--- src/rtl/dmux8way16_buf_pkg.sv ---
// ----------------------------------------------------------------------------
// dmux_pkg : shared sizing and select-decode helper for the 8-way word demux
// Rev 1.0
// ----------------------------------------------------------------------------
`default_nettype none

package dmux_pkg;

   localparam int WIDTH = 16;
   localparam int NWAY  = 8;
   localparam int SELW  = 3;

   function automatic logic [NWAY-1:0] sel_onehot(input logic [SELW-1:0] sel);
      logic [NWAY-1:0] vec;
      vec      = '0;
      vec[sel] = 1'b1;
      return vec;
   endfunction

endpackage

`default_nettype wire

--- src/rtl/dmux8way16_buf_if.sv ---
// ----------------------------------------------------------------------------
// dmux8way16_buf_if : input handshake, per-channel outputs and pointer view
// Rev 1.0
// ----------------------------------------------------------------------------
`default_nettype none

interface dmux8way16_buf_if;
   import dmux_pkg::*;

   logic                  in_valid;
   logic                  in_ready;
   logic [WIDTH-1:0]      in_data;
   logic [SELW-1:0]       in_sel;
   logic                  in_mode;
   logic [NWAY-1:0]       out_valid;
   logic [NWAY-1:0]       out_ready;
   logic [NWAY*WIDTH-1:0] out_data;
   logic [SELW-1:0]       scat_ptr;

   modport slave (
      input  in_valid, in_data, in_sel, in_mode, out_ready,
      output in_ready, out_valid, out_data, scat_ptr
   );

   modport master (
      output in_valid, in_data, in_sel, in_mode, out_ready,
      input  in_ready, out_valid, out_data, scat_ptr
   );

endinterface

`default_nettype wire

--- src/rtl/dmux8way16_buf_slot.sv ---
// ----------------------------------------------------------------------------
// dmux_slot : one-entry holding register with valid/ready on the output side
// Rev 1.0
// ----------------------------------------------------------------------------
`default_nettype none

module dmux_slot
   import dmux_pkg::*;
(
   input  wire logic             clk,
   input  wire logic             rst_n,
   input  wire logic             load,
   input  wire logic [WIDTH-1:0] data_in,
   input  wire logic             out_ready,
   output logic                  out_valid,
   output logic [WIDTH-1:0]      out_data
);

   // Load wins over drain so a same-cycle drain+reload keeps valid high.
   always_ff @(posedge clk or negedge rst_n) begin
      if (!rst_n) begin
         out_valid <= 1'b0;
         out_data  <= '0;
      end else if (load) begin
         out_valid <= 1'b1;
         out_data  <= data_in;
      end else if (out_valid && out_ready) begin
         out_valid <= 1'b0;
      end
   end

endmodule

`default_nettype wire

--- src/rtl/dmux8way16_buf.sv ---
// ----------------------------------------------------------------------------
// dmux8way16_buf : buffered 1-to-8 demux of 16-bit words, addressed or scatter
// Rev 1.0
// ----------------------------------------------------------------------------
`default_nettype none

module dmux8way16_buf
   import dmux_pkg::*;
(
   input  wire logic        clk,
   input  wire logic        rst_n,
   dmux8way16_buf_if.slave  bus
);

   logic [SELW-1:0]       dst;
   logic [SELW-1:0]       ptr;
   logic                  ready;
   logic                  accept;
   logic [NWAY-1:0]       load_vec;
   logic [NWAY-1:0]       slot_valid;
   logic [NWAY*WIDTH-1:0] slot_data;

   assign dst      = bus.in_mode ? ptr : bus.in_sel;
   assign ready    = !slot_valid[dst] || bus.out_ready[dst];
   assign accept   = bus.in_valid && ready;
   assign load_vec = accept ? sel_onehot(dst) : '0;

   generate
      for (genvar i = 0; i < NWAY; i++) begin : g_slot
         dmux_slot u_slot (
            .clk       (clk),
            .rst_n     (rst_n),
            .load      (load_vec[i]),
            .data_in   (bus.in_data),
            .out_ready (bus.out_ready[i]),
            .out_valid (slot_valid[i]),
            .out_data  (slot_data[i*WIDTH +: WIDTH])
         );
      end
   endgenerate

   // Pointer only moves on scatter-mode accepts; natural SELW overflow wraps it.
   always_ff @(posedge clk or negedge rst_n) begin
      if (!rst_n) begin
         ptr <= '0;
      end else if (accept && bus.in_mode) begin
         ptr <= ptr + 1'b1;
      end
   end

   assign bus.in_ready  = ready;
   assign bus.out_valid = slot_valid;
   assign bus.out_data  = slot_data;
   assign bus.scat_ptr  = ptr;

endmodule

`default_nettype wire
--- src/flat_wrapper.sv ---
// flat-port wrapper written by rule: the top's interface ports become plain ports
module dmux8way16_buf_flat import dmux_pkg::*;
  (clk, rst_n, bus_in_valid, bus_in_data, bus_in_sel, bus_in_mode, bus_out_ready, bus_in_ready, bus_out_valid, bus_out_data, bus_scat_ptr);
  dmux8way16_buf_if bus_i ();
  input  wire logic clk;
  input  wire logic rst_n;
  input wire logic [$bits(bus_i.in_valid)-1:0] bus_in_valid;
  input wire logic [$bits(bus_i.in_data)-1:0] bus_in_data;
  input wire logic [$bits(bus_i.in_sel)-1:0] bus_in_sel;
  input wire logic [$bits(bus_i.in_mode)-1:0] bus_in_mode;
  input wire logic [$bits(bus_i.out_ready)-1:0] bus_out_ready;
  output wire logic [$bits(bus_i.in_ready)-1:0] bus_in_ready;
  output wire logic [$bits(bus_i.out_valid)-1:0] bus_out_valid;
  output wire logic [$bits(bus_i.out_data)-1:0] bus_out_data;
  output wire logic [$bits(bus_i.scat_ptr)-1:0] bus_scat_ptr;
  assign bus_i.in_valid = bus_in_valid;
  assign bus_i.in_data = bus_in_data;
  assign bus_i.in_sel = bus_in_sel;
  assign bus_i.in_mode = bus_in_mode;
  assign bus_i.out_ready = bus_out_ready;
  assign bus_in_ready = bus_i.in_ready;
  assign bus_out_valid = bus_i.out_valid;
  assign bus_out_data = bus_i.out_data;
  assign bus_scat_ptr = bus_i.scat_ptr;
  dmux8way16_buf u_core (.clk(clk), .rst_n(rst_n), .bus(bus_i));
endmodule
--- config.mk ---
export PLATFORM = sky130hd
export DESIGN_NAME = dmux8way16_buf_flat
export DESIGN_NICKNAME = d
export VERILOG_FILES = /design/src/rtl/dmux8way16_buf_pkg.sv /design/src/rtl/dmux8way16_buf_if.sv /design/src/rtl/dmux8way16_buf_slot.sv /design/src/rtl/dmux8way16_buf.sv /design/src/flat_wrapper.sv
export SDC_FILE = /design/constraint.sdc
export NUM_CORES = 1
export LEC_CHECK = 0
export ABC_AREA = 0
export CORE_ASPECT_RATIO = 1.2
export CORE_MARGIN = 1.5
export CORE_UTILIZATION = 50
export DETAILED_ROUTE_END_ITERATION = 7
export PLACE_DENSITY = 0.94
export SLEW_MARGIN = 20
export SYNTH_ARGS = -nofsm -noshare
export SYNTH_HDL_FRONTEND = slang
export SYNTH_SLANG_ARGS = --single-unit
export TNS_END_PERCENT = 20
--- constraint.sdc ---
create_clock -name clk -period 7.3 [get_ports clk]
set_clock_uncertainty 0.15 [all_clocks]
set_input_delay 1.46 -clock clk [delete_from_list [all_inputs] [get_ports clk]]
set_output_delay 1.46 -clock clk [all_outputs]
set_load 0.005 [all_outputs]
==> results.md, run 1 <==
- Mapped Nets: 389
- CTS resizes: 0
- Period utilization: 79.1%
- ANT nets after route: 0
- Iter 0 DRT Violations: 80
- Hold Path End: u_core.g_slot[4].u_slot.out_data[6]$_DFFE_PN0P_
- Chip Height: 120 um
- Cell mode on critical path: clkdlybuf4s50_1
- Leading area contributor after synthesis: dfrtp_1
- Initial antenna violation count: 0
- Hold Crit Start: u_core.g_slot[4].u_slot.out_data[6]$_DFFE_PN0P_
- Leak: 3.52 nW
- Die X: 101 um
- Max Clk Rate: 173 MHz
- Tot GR Track Use: 24.7%
- Outcome: finished clean
- Hold Path Depth: 1
- # diodes: 0
- Worst reg2reg path endpoint: u_core.g_slot[5].u_slot.out_data[15]$_DFFE_PN0P_
- Flops & latches, synth: 139
- Slowest-stage cell, CP: clkdlybuf4s50_1
- PortBufs: 170
- Number of fill cells in the layout: 686
- Drt wl/cell: 20.3 um
- Max-Cap Viols: 0
- Sequential fraction of the synthesis area: 60.8%
- DRT Wirelength: 14,200 um
- FF-to-FF setup slack: 4200 ps
- Synth unique cells: 37
- Final cell count without fillers: 699
- Initial Util: 51.6%
- DP HPWL: 9760 um
- Grt ovf: 0
- Stages on worst setup path: 7
- Placed Cells: 666
- Slack of the critical path: 1530 ps
- Vias: 3,684
- Top cells by area, synth: dfrtp_1 61%, mux2_2 20%, mux2_4 5.0%
- Post-synth top area share: 60.8%
- Num Clock Sinks: 139
- Worst-Skew Late Latency: 410 ps
- RePlAce Congestion: 0.875
- Core ar.: 11,100 um2
- Area delta synth->final: 42.2%
- R2r worst-path depth: 6
- Crit-path max cell delay: 790 ps
- Area of the multi-input gates: 2080 um2
- Power Density: 456 nW/um2
- Worst Tran Pin Value: 992 ps
- Worst Path Required: 5690 ps
- CP Buf/Inv Count: 2
- Clock transition at path regs: 60 ps
- Hold Crit Class: reg -> reg
- Critical path class: in -> out
- Dpl ws: 1530 ps
- Final setup violation count: 0
- EDFF count, synth: 0
- IO Pins: 171
- Rows: 42
- Startpoint types: input pin
- Final core utilization: 73.3%
- Full die area: 12,100 um2
- Htree depth: 4
- Gate Count Post-Synth: 357
- Largest net degree at the start of global routing: 80
- Syn Std Cell Area: 5720 um2
- Final hold violations: 0
- CTS buffer count: 17
- Slew HR: 33.7%
- Worst r2r src: u_core.bus.scat_ptr[1]$_DFFE_PN0P_
- Asr flop ratio synth: 100%
- Slew Limit Fails: 0
- CTS tree: built
- Crit end category: output pin
- Total iterations of the first detailed-routing run: 5
- Prevailing post-synth register cell: dfrtp_1
- Min Tclk post-route: 5770 ps
- CTS Buffer Depth: 2
- Vias per inst: 5.27
- CTS hold repair buffers: 0
- Setup TNS: 0 ps
- Seq. cell area: 3480 um2
- WHS: 342 ps
- Post-layout nets: 564
- Share of cells above drive strength 1: 31.4%
- Max VDD drop: 0.264 mV
- Clk root buf: clkbuf_16
- Worst EP arrival: 4160 ps
- CP top delay family: buffers and inverters
- # Post-CTS Setup Buffers: 0
- DRC errors left: 0
- RSZ-0062 raised after global routing: false
- Syn Area/Cell: 16.0 um2
- Global-route wire length before repair: 22,000 um
- Vias in the first global route: 4,022
- CP Max Fanout: 11
- Synth warn: 0
- CP Cell Sequence: clkdlybuf4s50_1, mux2i_2, mux2i_1, mux2_2, o22ai_4, or3_1, clkdlybuf4s50_1
-- layout by cell type, fill, tap and decap left out, types with 2 or more instances in the layout --
cell and instances:
a21o_1 2, buf_4 3, bufinv_16 2, clkbuf_16 17, clkbuf_8 3, clkdlybuf4s50_1 169, clkinv_2 3, clkinvlp_4 2
dfrtp_1 139, inv_1 9, inv_6 3, mux2_1 9, mux2_2 103, mux2_4 19, mux2i_1 6, mux2i_2 2
nand2_1 9, nand2b_1 5, nand3_1 2, nor2_1 3, o2111ai_4 3, o211ai_1 2, o21ai_0 5, o32ai_2 2
-- power by group --
part           leakage (nW)  internal [W]  switching (W)
clock                 0.295      0.000534       0.000328
combinational          1.54       0.00100       0.000479
sequential             1.69       0.00115       0.000222
total                  3.52       0.00268        0.00103
-- layout make-up --
class / instances / area share (%)
flip-flops and latches: 139 / 42.8
multi-input cells: 191 / 25.6
repair buffers: 174 / 21.5
clock buffers: 20 / 5.74
well taps: 154 / 2.37
clock inverters: 12 / 1.68
inverters: 9 / 0.415
-- worst reg2reg max path: stages (launching register included) --
cell,delay (ps)
dfrtp_1,470
mux2i_2,350
mux2i_1,130
mux2_2,300
o22ai_4,360
o21a_1,790
mux2_2,430
-- synth_stat cells (4+ instances only) --
cell type  instances
inv_1              9
buf_2              4
o21ai_0            5
mux2_2           103
mux2_4            19
nand2_1            9
mux2_1             9
mux2i_1            6
buf_4             11
dfrtp_1          139
nand2b_1           5
-- per-stage QoR --
step | power (W) | instance area, um2
global placement | 0.00278 | 7500
detailed placement | 0.00286 | 7500
global route | 0.00389 | 8130
finish | 0.00371 | 8130
CTS | 0.00375 | 8100
floorplan | 0.00191 | 5720
-- flip-flops by register name, indices dropped and copies added (netlist names) --
name,cells
u_core.bus.scat_ptr,3
u_core.g_slot.u_slot.out_data,128
u_core.g_slot.u_slot.out_valid,8
-- worst max path at each step --
| stage | start | to |
|---|---|---|
| 6_report | bus_in_mode | bus_in_ready |
| 5_1_grt | bus_in_mode | bus_in_ready |
| 4_1_cts | bus_in_mode | bus_in_ready |
| 3_5_place_dp | bus_in_mode | bus_in_ready |
| 3_3_place_gp | bus_in_mode | bus_in_ready |
| 2_1_floorplan | bus_in_mode | bus_in_ready |
-- metal layers --
layer	track usage (%)	part of all wire [%]	vias up	wire [um]
li1	-	-	1627	-
met1	27.0	37	1906	5270
met2	43.7	54	124	7710
met3	7.69	5.8	27	824
met4	10.3	2.6	0	363
met5	0	0	-	0
-- logic make-up after synthesis --
kind of cell | synth area share (%)
mux | 28.6
flops | 60.8
compound gates | 5.34
buf+inv | 2.98
simple gates | 1.93
xor+xnor | 0.153
fa+ha+maj | 0.219
Note: power is estimated with default switching activity, not from simulation.
==> run 2, diff against run 1 <==
Settings changed: CORE_UTILIZATION 50 to 43, PLACE_DENSITY 0.94 to 0.87.
Clock period 7.3 ns to 5.1 ns, I/O delays scaled along.
==> results.md, run 2 (synthesis results as in run 1) <==
- Worst-Skew Late Latency: 410 ps (about the same)
- DRT Wirelength: 14,400 um (was 14,200 um)
- Startpoint types: input pin (unchanged)
- RSZ-0062 raised after global routing: false (unchanged)
- Period utilization: 92.9%
- CTS hold repair buffers: 0 (unchanged)
- Initial antenna violation count: 0 (unchanged)
- Most frequent cells in the layout: 169 x clkdlybuf4s50_1, 139 x dfrtp_1, 103 x mux2_2 (unchanged)
- Hold Crit Class: reg -> reg (unchanged)
- Initial Util: 44.6% (was 51.6%)
- Crit end category: output pin (unchanged)
- Die X: 108 um (was 101 um)
- DRC errors left: 0 (unchanged)
- Commonest non-fill, non-tap cell in the layout: clkdlybuf4s50_1 (unchanged)
- Min Tclk post-route: 4740 ps
- Most flops, register: u_core.g_slot.u_slot.out_data (unchanged)
- Share of cells above drive strength 1: 31.8% (was 31.4%)
- Area delta synth->final: 43.5% (was 42.2%)
- Htree depth: 4 (unchanged)
- Num Clock Sinks: 139 (unchanged)
- Clk root buf: clkbuf_16 (unchanged)
- Worst EP arrival: 3570 ps (was 4160 ps)
- Rows: 45 (was 42)
- Slew HR: 38.2% (was 33.7%)
- Max reg flops: 128 (unchanged)
- Chip Height: 129 um (was 120 um)
- Slew Limit Fails: 0 (unchanged)
- Max-Cap Viols: 0 (unchanged)
- CTS resizes: 0 (unchanged)
- Core ar.: 12,800 um2 (was 11,100 um2)
- Grt ovf: 0 (unchanged)
- Post-layout nets: 572 (was 564)
- CTS tree: built (unchanged)
- CTS Buffer Depth: 2 (unchanged)
- Total iterations of the first detailed-routing run: 4 (was 5)
- ANT nets after route: 0 (unchanged)
- Power Density: 649 nW/um2 (was 456 nW/um2)
- Max Clk Rate: 211 MHz
- DP HPWL: 10,100 um (was 9760 um)
- Total power draw: 0.00533 W (was 0.00371 W)
- RePlAce Congestion: 0.848 (was 0.875)
- Max VDD drop: 0.347 mV (was 0.264 mV)
- Setup TNS: 0 ps (unchanged)
- Global-route wire length before repair: 22,400 um (was 22,000 um)
- IO Pins: 171 (unchanged)
- Worst Tran Pin Value: 926 ps (was 992 ps)
- Tot GR Track Use: 21.4% (was 24.7%)
- # diodes: 0 (unchanged)
- CP Max Fanout: 9 (was 11)
- Worst Path Required: 3930 ps (was 5690 ps)
- Vias: 3,735 (was 3,684)
- PortBufs: 170 (unchanged)
- Placed standard-cell area: 7610 um2 (was 7500 um2)
- CTS buffer count: 17 (unchanged)
- Dpl ws: 365 ps (was 1530 ps)
- Slack of the critical path: 360 ps (was 1530 ps)
- Outcome: finished clean (unchanged)
- Final hold violations: 0 (unchanged)
- Full die area: 14,000 um2 (was 12,100 um2)
- Largest net degree at the start of global routing: 106 (was 80)
- Critical path class: in -> out (unchanged)
- Finished Cell Area: 8210 um2 (was 8130 um2)
- Final setup violation count: 0 (unchanged)
- # Post-CTS Setup Buffers: 0 (unchanged)
- Clock transition at path regs: 60 ps (about the same)
- Iter 0 DRT Violations: 145 (was 80)
- Vias per inst: 5.21 (was 5.27)
- Drt wl/cell: 20.1 um (was 20.3 um)
- Leak: 3.56 nW (was 3.52 nW)
- Vias in the first global route: 3,947 (was 4,022)
[run 2: layer usage]
metal / wire length, um / global-route usage (%) / up-vias
met3: 817 / 5.53 / 21
met5: 0 / 0 / -
met4: 327 / 8.59 / 0
met1: 5780 / 26.7 / 1952
li1: - / - / 1645
met2: 7470 / 35.6 / 117
[run 2: metrics by stage]
stage          util, %  cells  hold slack [ps]
2_1_floorplan        -    357              323
3_5_place_dp      59.2    685              333
4_1_cts           63.9    717              347
5_1_grt           63.9    717              352
3_3_place_gp      59.2    685              323
6_report          63.9    717              343
[run 2: power by group]
group / internal [W] / switching [W]
registers: 0.00164 / 0.000318
logic: 0.00144 / 0.000684
clock network: 0.000777 / 0.000469
total: 0.00386 / 0.00147
[run 2: worst paths after layout]
path,start,endpoint,slack [ps],depth (start not counted)
worst max-delay path,bus_in_mode,bus_in_ready,360,6
min in group asynchronous,rst_n,u_core.g_slot[0].u_slot.out_data[8]$_DFFE_PN0P_,560,1
worst max register to register,u_core.bus.scat_ptr[1]$_DFFE_PN0P_,u_core.g_slot[5].u_slot.out_data[12]$_DFFE_PN0P_,2210,8
worst min-delay path,u_core.g_slot[6].u_slot.out_data[7]$_DFFE_PN0P_,u_core.g_slot[6].u_slot.out_data[7]$_DFFE_PN0P_,340,1
max in group asynchronous,rst_n,u_core.g_slot[0].u_slot.out_data[13]$_DFFE_PN0P_,3160,2
worst min register to register,u_core.g_slot[6].u_slot.out_data[7]$_DFFE_PN0P_,u_core.g_slot[6].u_slot.out_data[7]$_DFFE_PN0P_,340,1
[run 2: area by class of cell]
| cell class | instances | area [um2] |
|---|---|---|
| flip-flops and latches | 139 | 3480 |
| inverters | 9 | 33.8 |
| multi-input cells | 191 | 2070 |
| fillers | 954 | 4630 |
| well taps | 164 | 205 |
| clock buffers | 20 | 437 |
| clock inverters | 12 | 166 |
| repair buffers | 182 | 1820 |
[run 2: worst max-delay path, cell delays in order]
cell and delay [ps]:
clkdlybuf4s50_1 710, mux2_4 400, o211ai_1 310, o2111ai_4 280, or3_1 370, clkdlybuf4s50_1 470
==> run 3, diff against run 2 <==
Settings changed: CORE_UTILIZATION 43 to 50, PLACE_DENSITY 0.87 to 0.94.
Clock period 5.1 ns to 6 ns, I/O delays scaled along.
==> results.md, run 3 (synthesis results as in run 1) <==
- CTS resizes: 0 (unchanged)
- Worst r2r src: u_core.bus.scat_ptr[1]$_DFFE_PN0P_ (unchanged)
- CP Cell Sequence: clkdlybuf4s50_1, mux2i_2, mux2i_1, mux2_2, o22ai_4, or3_1, clkdlybuf4s50_1 (was clkdlybuf4s50_1, mux2_4, o211ai_1, o2111ai_4, or3_1, clkdlybuf4s50_1)
- Vias per inst: 5.35 (was 5.21)
- Total iterations of the first detailed-routing run: 4 (unchanged)
- Dpl ws: 724 ps (was 365 ps)
- Vias in the first global route: 3,993 (was 3,947)
- CTS tree: built (unchanged)
- Htree depth: 4 (unchanged)
- Slack of the critical path: 698 ps (was 360 ps)
- Clock transition at path regs: 60 ps (about the same)
- Initial antenna violation count: 0 (unchanged)
- Share of cells above drive strength 1: 31.1% (was 31.8%)
- DRT Wirelength: 14,300 um (was 14,400 um)
- Max VDD drop: 0.298 mV (was 0.347 mV)
- CTS hold repair buffers: 0 (unchanged)
- Num Clock Sinks: 139 (unchanged)
- Core ar.: 11,100 um2 (was 12,800 um2)
- R2r worst-path depth: 6 (was 8)
- Hold Crit Class: reg -> reg (unchanged)
- Min Tclk post-route: 5300 ps
- Worst Path Required: 4650 ps (was 3930 ps)
- Total power draw: 0.00439 W (was 0.00533 W)
- Initial Util: 51.6% (was 44.6%)
- Outcome: finished clean (unchanged)
- # Post-CTS Setup Buffers: 0 (unchanged)
- Drt wl/cell: 20.5 um (was 20.1 um)
- Most flops, register: u_core.g_slot.u_slot.out_data (unchanged)
- IO Pins: 171 (unchanged)
- Slew HR: 30.6% (was 38.2%)
- Tot GR Track Use: 24.9% (was 21.4%)
- Final setup violation count: 0 (unchanged)
- Leak: 3.47 nW (was 3.56 nW)
- Setup TNS: 0 ps (unchanged)
- Worst EP arrival: 3950 ps (was 3570 ps)
- Global-route wire length before repair: 22,400 um (about the same)
- Worst reg2reg path endpoint: u_core.g_slot[5].u_slot.out_data[7]$_DFFE_PN0P_ (was u_core.g_slot[5].u_slot.out_data[12]$_DFFE_PN0P_)
- Final hold violations: 0 (unchanged)
- Full die area: 12,100 um2 (was 14,000 um2)
- RSZ-0062 raised after global routing: false (unchanged)
- Number of fill cells in the layout: 693 (was 954)
- RePlAce Congestion: 0.904 (was 0.848)
- Period utilization: 88.4%
- Seq. cell area: 3480 um2 (unchanged)
- Crit end category: output pin (unchanged)
- Iter 0 DRT Violations: 179 (was 145)
- Post-layout nets: 564 (was 572)
- Rows: 42 (was 45)
- Crit path from: bus_in_mode (unchanged)
- ANT nets after route: 0 (unchanged)
- CTS buffer count: 17 (unchanged)
- Die X: 101 um (was 108 um)
- Crit-path max cell delay: 810 ps (was 710 ps)
- Commonest non-fill, non-tap cell in the layout: clkdlybuf4s50_1 (unchanged)
- PortBufs: 170 (unchanged)
- Slew Limit Fails: 0 (unchanged)
- Max reg flops: 128 (unchanged)
- Max-Cap Viols: 0 (unchanged)
- Clk root buf: clkbuf_16 (unchanged)
- Slowest-stage cell, CP: clkdlybuf4s50_1 (unchanged)
- Crit path to: bus_in_ready (unchanged)
- DP HPWL: 9840 um (was 10,100 um)
- Area of the multi-input gates: 2070 um2 (unchanged)
- Worst-Skew Late Latency: 400 ps (was 410 ps)
- Area delta synth->final: 40.5% (was 43.5%)
- CTS Buffer Depth: 2 (unchanged)
- Most frequent cells in the layout: 169 x clkdlybuf4s50_1, 139 x dfrtp_1, 103 x mux2_2 (unchanged)
- Vias: 3,734 (was 3,735)
- Chip Height: 120 um (was 129 um)
- Largest net degree at the start of global routing: 81 (was 106)
- Power Density: 546 nW/um2 (was 649 nW/um2)
- CP Max Fanout: 11 (was 9)
- Max Clk Rate: 189 MHz
- Startpoint types: input pin (unchanged)
- WHS: 347 ps (was 343 ps)
- # diodes: 0 (unchanged)
- DRC errors left: 0 (unchanged)
- Grt ovf: 0 (unchanged)
- Critical path class: in -> out (unchanged)
- FF-to-FF setup slack: 2830 ps (was 2210 ps)
- Cell mode on critical path: clkdlybuf4s50_1 (unchanged)
- Worst Tran Pin Value: 1040 ps (was 926 ps)
==> run 3: cell type report <==
cell class	count	area share, %
Tap cell	154	2.40
Sequential cell	139	43.3
Inverter	9	0.420
Timing Repair Buffer	174	21.6
Clock buffer	18	5.34
Clock inverter	13	1.20
Multi-Input combinational cell	191	25.8
==> run 3: worst max-delay path: cells and delay by family <==
family	cells	cell delay, ps
and+or+nand+nor	1	200
muxes	3	920
AOI/OAI and AO/OA	1	330
buffers and inverters	2	1310
==> run 3: worst min path at each step <==
stage,start,endpoint,slack (ps),cells past startpoint
6_report,u_core.g_slot[4].u_slot.out_data[12]$_DFFE_PN0P_,u_core.g_slot[4].u_slot.out_data[12]$_DFFE_PN0P_,350,1
5_1_grt,u_core.g_slot[3].u_slot.out_data[9]$_DFFE_PN0P_,u_core.g_slot[3].u_slot.out_data[9]$_DFFE_PN0P_,370,1
4_1_cts,u_core.g_slot[4].u_slot.out_data[12]$_DFFE_PN0P_,u_core.g_slot[4].u_slot.out_data[12]$_DFFE_PN0P_,350,1
3_5_place_dp,u_core.g_slot[4].u_slot.out_data[14]$_DFFE_PN0P_,u_core.g_slot[4].u_slot.out_data[14]$_DFFE_PN0P_,330,1
3_3_place_gp,u_core.g_slot[6].u_slot.out_data[6]$_DFFE_PN0P_,u_core.g_slot[6].u_slot.out_data[6]$_DFFE_PN0P_,320,1
2_1_floorplan,u_core.g_slot[5].u_slot.out_valid$_DFFE_PN0P_,u_core.g_slot[5].u_slot.out_valid$_DFFE_PN0P_,320,1
==> run 3: per-layer routing <==
metal / GRT usage [%] / routed length (um) / vias to the layer above
li1: - / - / 1629
met1: 28.5 / 5420 / 1933
met2: 43.9 / 7810 / 146
met3: 7.16 / 816 / 26
met4: 9.15 / 289 / 0
met5: 0 / 0 / -
==> run 3: per-stage QoR <==
stage / util [%] / cell area, um2 / cells
after global routing: 72.5 / 8030 / 698
final: 72.5 / 8030 / 698
after floorplan: - / 5720 / 357
after global placement: 67.7 / 7510 / 667
after detailed placement: 67.7 / 7510 / 667
after CTS: 72.5 / 8030 / 698
==> run 3: report_power, final <==
part	internal (W)	leakage [nW]	switching, W
Sequential	0.00139	1.69	0.000280
Combinational	0.00122	1.54	0.000573
Clock	0.000527	0.245	0.000399
Total	0.00314	3.47	0.00125
